==> config.mk <==
export PLATFORM = sky130hd
export DESIGN_NAME = serial_add_ctrl
export DESIGN_NICKNAME = d
export VERILOG_FILES = /design/src/rtl/serial_add_ctrl.sv
export SDC_FILE = /design/constraint.sdc
export NUM_CORES = 1
export LEC_CHECK = 0
export ABC_AREA = 1
export CORE_MARGIN = 3
export CORE_UTILIZATION = 51
export CTS_CLUSTER_DIAMETER = 200
export DETAILED_ROUTE_END_ITERATION = 10
export PLACE_DENSITY = 0.79
export RECOVER_POWER = 100
export SETUP_SLACK_MARGIN = 0.3
export SLEW_MARGIN = 40
export SYNTH_ARGS = -nofsm -noshare
export SYNTH_HDL_FRONTEND = slang
export SYNTH_SLANG_ARGS = --single-unit
export TNS_END_PERCENT = 10
==> constraint.sdc <==
create_clock -name clock -period 9.25 [get_ports clock]
set_clock_uncertainty 0.2 [all_clocks]
set_input_delay 2.3125 -clock clock [delete_from_list [all_inputs] [get_ports clock]]
set_output_delay 2.3125 -clock clock [all_outputs]
set_load 0.02 [all_outputs]
==> src/rtl/serial_add_ctrl.sv <==
// Byte-serial add/subtract sequencer. One 8-bit carry-lookahead slice is reused
// for each byte of a WIDTH-bit operand, LSB first, with a start/done handshake.

module cla8_slice (
  input  logic [7:0] a,
  input  logic [7:0] b,
  input  logic       c_in,
  output logic [7:0] sum,
  output logic       g_out
);
  logic [7:0] g;
  logic [7:0] p;
  logic [8:0] c;

  // Generate/propagate carry chain; g_out is the group generate including c_in.
  always_comb begin
    g = a & b;
    p = a ^ b;
    c = '0;
    c[0] = c_in;
    for (int unsigned i = 0; i < 8; i++) begin
      c[i+1] = g[i] | (p[i] & c[i]);
    end
    sum   = p ^ c[7:0];
    g_out = c[8];
  end
endmodule

module serial_add_ctrl #(
  parameter int unsigned WIDTH = 32
) (
  input  logic             clock,
  input  logic             reset_n,
  input  logic             start,
  input  logic             sub,
  input  logic [WIDTH-1:0] op_a,
  input  logic [WIDTH-1:0] op_b,
  input  logic             flush,
  output logic             ready,
  output logic             busy,
  output logic             done,
  output logic [WIDTH-1:0] result,
  output logic             c_out,
  output logic             overflow
);
  localparam int unsigned BEATS = WIDTH / 8;
  localparam int unsigned CNT_W = (BEATS > 1) ? $clog2(BEATS) : 1;

  typedef enum logic [1:0] {IDLE, RUN, DONE} state_t;

  state_t             state, state_nxt;
  logic [CNT_W-1:0]   cnt;
  logic [WIDTH-1:0]   a_lat;
  logic [WIDTH-1:0]   b_lat;
  logic               carry;
  logic [7:0]         a_byte;
  logic [7:0]         b_byte;
  logic [7:0]         slice_sum;
  logic               slice_c;
  logic               accept;
  logic               beat;
  logic               last;

  assign ready  = (state == IDLE) || (state == DONE);
  assign busy   = (state == RUN);
  assign done   = (state == DONE);
  assign accept = ready && start && !flush;
  assign beat   = (state == RUN) && !flush;
  assign last   = (cnt == CNT_W'(BEATS - 1));

  always_comb begin
    a_byte = '0;
    b_byte = '0;
    for (int unsigned i = 0; i < BEATS; i++) begin
      if (cnt == CNT_W'(i)) begin
        a_byte = a_lat[8*i +: 8];
        b_byte = b_lat[8*i +: 8];
      end
    end
  end

  cla8_slice u_slice (
    .a     (a_byte),
    .b     (b_byte),
    .c_in  (carry),
    .sum   (slice_sum),
    .g_out (slice_c)
  );

  always_comb begin
    state_nxt = state;
    case (state)
      IDLE: if (start) state_nxt = RUN;
      RUN: begin
        if (flush)     state_nxt = IDLE;
        else if (last) state_nxt = DONE;
      end
      DONE: begin
        if (flush)      state_nxt = IDLE;
        else if (start) state_nxt = RUN;
        else            state_nxt = IDLE;
      end
      default: state_nxt = IDLE;
    endcase
    // flush blocks acceptance even from IDLE so state and datapath stay in step
    if (flush && state == IDLE) state_nxt = IDLE;
  end

  always_ff @(posedge clock or negedge reset_n) begin
    if (!reset_n) begin
      state <= IDLE;
    end else begin
      state <= state_nxt;
    end
  end

  always_ff @(posedge clock or negedge reset_n) begin
    if (!reset_n) begin
      cnt      <= '0;
      a_lat    <= '0;
      b_lat    <= '0;
      carry    <= 1'b0;
      result   <= '0;
      c_out    <= 1'b0;
      overflow <= 1'b0;
    end else if (accept) begin
      a_lat  <= op_a;
      b_lat  <= sub ? ~op_b : op_b;
      carry  <= sub;
      cnt    <= '0;
      result <= '0;
    end else if (beat) begin
      for (int unsigned i = 0; i < BEATS; i++) begin
        if (cnt == CNT_W'(i)) result[8*i +: 8] <= slice_sum;
      end
      carry <= slice_c;
      if (last) begin
        c_out    <= slice_c;
        overflow <= (a_lat[WIDTH-1] == b_lat[WIDTH-1]) && (slice_sum[7] != a_lat[WIDTH-1]);
      end else begin
        cnt <= cnt + CNT_W'(1);
      end
    end
  end
endmodule

==> results.toml <==
[run_status]
status = "finished with violations"
violations = "max-capacitance violations, max-slew violations"

[cts]
cts_resized = 0
numCtsBuffers = 9
cts_tree = "yes"
insertion_delay_ns = 0.37
clkTransAtPathRegs_ns = 0.09
root_buffer = "clkbuf_8"
htreeDepth = 3
cts-hold-fix-buffers = 0
postCtsSetupBuffers = 0
cts_sinks = 103
cts_buffer_depth = 2

[sta]
fin_tns_setup_ns = 0
slew_headroom_pct = -142
tightest_slew_ns = 3.62
hold_ws_ns = 0.288
hold_violations = 0
min_period_over_period_pct = 70.4
rsz0062_at_grt = "false"
period_needed_ns = 6.51
fmax_mhz = 154
final_max_slew_viol_count = 283
setup_viol = 0

[die]
die_h_microns = 107
io_pins = 106
die-area_sq_mm = 0.0115
coreArea_sq_mm = 0.00986
rows = 36
die_w_microns = 107
initial_core_util_pct = 53.0

[synthesis]
syn_nets = 697
synthXorXnorAreaFrac_pct = 5.36
syn-instance-count = 616
ys_seq_area_share_pct = 49.3
synthTopCellsByArea = "dfrtp_1, nand2_1, nand3_1"
synth_top_cell_by_area = "dfrtp_1"
synth_top_area_share_pct = 49.3
synth_top_family_by_area = "simple AND/OR/NAND/NOR gates"
synth-simple-area-share_pct = 27.4
synthMuxAreaShare_pct = 0
synthAdderAreaFrac_pct = 4.02
synth_compound_area_share_pct = 7.57
syn_area_sq_mm = 0.00523
synth.yosys.warnings = 0
synth_cell_types = 26
syn_avg_cell_area_sq_um = 8.48
ys_ff_latch = 103

[grt]
grt_pass1_wl_microns = 20200
grt_overflow = 0
track_usage_pct = 22.5
grt_max_degree = 129
grt_pass1_vias = 4098
antenna_found_initial = 0

[cells_and_area]
insertedDiodeCount = 0
final_util_pct = 64.8
fillerInstances = 884
fin_nets = 781
instances_no_fill = 837
layout_commonest_cell = "nand2_1"
multi_input_area_sq_mm = 0.00229
area_delta_synth_final_pct = 22.3
drive_gt1_share_pct = 4.40
final_cell_mix = "nand2_1, dfrtp_1, clkdlybuf4s50_1, nand3_1, o21ai_0"
register_area_sq_mm = 0.00258

[setup_path]
critPathSlowestCell = "clkbuf_1"
cp_common_cell = "clkbuf_1"
critPathLaunchType = "input pin"
path_max_fanout = 52
cpPeakStageDelay_ns = 2.00
crit_required_ns = 8.97
crit_path_cell_trace = "clkbuf_1, clkbuf_1"
cp_top_family = "buffers and inverters"
arrival_ns = 6.23
cp-end-kind = "asynchronous set/reset pin"
crit_type = "in2async"
crit_buf_inv = 2

[hold_path]
min_path_type = "reg2reg"

[drt]
ant_nets = 0
wl_per_cell_microns = 14.9
wl_met3_microns = 636
drt_iter0_drc = 277
drc = 0
dr_wl_met2_microns = 5940
wl_microns = 12400
wl_met1_microns = 5480
firstDrtPassIters = 5
highest_layer = "met4"
num_vias = 4352
vias_per_cell = 5.20

[power_and_ir_drop]
power_uw = 1950
leakage_uw = 0.00317
powerDensity_mw_per_mm2 = 305
irDropWorstVdd_mv = 0.216

[placed_design]
dp.final_hpwl_microns = 9240
dpl.cell_count = 822
port_buffers = 105
place_congestion = 0.889

[job]
cap_violations = 4
## power breakdown
group | leakage, uW | switching (uW) | internal [uW]
sequential | 0.00133 | 73.7 | 564
combinational | 0.00176 | 627 | 406
clock | 0.0000888 | 152 | 124
total | 0.00317 | 853 | 1090
## area by class of cell
cell class | count | area share [%]
flip-flops and latches | 103 | 40.3
multi-input cells | 452 | 35.8
repair buffers | 108 | 16.8
well taps | 133 | 2.60
clock buffers | 10 | 2.00
inverters | 26 | 1.53
clock inverters | 5 | 0.920
## sequential cells by signal, indices dropped and copies added, names as in the netlist
signal and cells:
c_out 1, state 2, overflow 1, a_lat 32, b_lat 32, cnt 2
carry 1, result 32
## metal layers
layer | GRT usage (%) | vias up
met5 | 0 | -
met4 | 9.68 | 0
met3 | 3.37 | 26
li1 | - | 2115
met2 | 36.5 | 137
met1 | 30.1 | 2074
## synth_stat cells (all sizes together)
cell type / count
o21ai: 54
dfrtp: 103
a21oi: 16
buf: 30
nand2: 250
nand3: 61
ha: 4
nand4: 1
nor2: 23
fa: 8
clkbuf: 5
a21boi: 3
clkinv: 2
xnor2: 32
inv: 24
## kinds of logic after synthesis
logic type | after synthesis
adders and majority gates | 12
xor gates and xnor gates | 32
AOI/OAI and AO/OA | 73
buffers and inverters | 61
DFF | 103
and+or+nand+nor | 335
## worst min-delay path, stage by stage, from the launching register on
cell	delay (ns)
dfrtp_1	0.35
nand2_1	0.06
nand2_1	0.05
## path summary, 6_finish.rpt
| check | startpoint | end | slack (ns) | cells after the start |
|---|---|---|---|---|
| max | reset_n | b_lat[27] | 2.74 | 2 |
| min | a_lat[7] | a_lat[7] | 0.29 | 2 |
| max reg2reg | cnt[1] | result[31] | 2.90 | 18 |
| min reg2reg | a_lat[7] | a_lat[7] | 0.29 | 2 |
| max in group clock | cnt[1] | result[31] | 2.90 | 18 |
| min in group asynchronous | reset_n | result[20] | 2.59 | 1 |
## stage by stage
| stage | setup WS [ns] | instance area [sq um] |
|---|---|---|
| 2_1_floorplan | 4.06 | 5230 |
| 3_3_place_gp | 3.17 | 6230 |
| 3_5_place_dp | 3.02 | 6260 |
| 4_1_cts | 3.00 | 6450 |
| 5_1_grt | 1.75 | 6390 |
| 6_report | 2.74 | 6390 |
No activity file was read; power rests on OpenSTA's default activity.
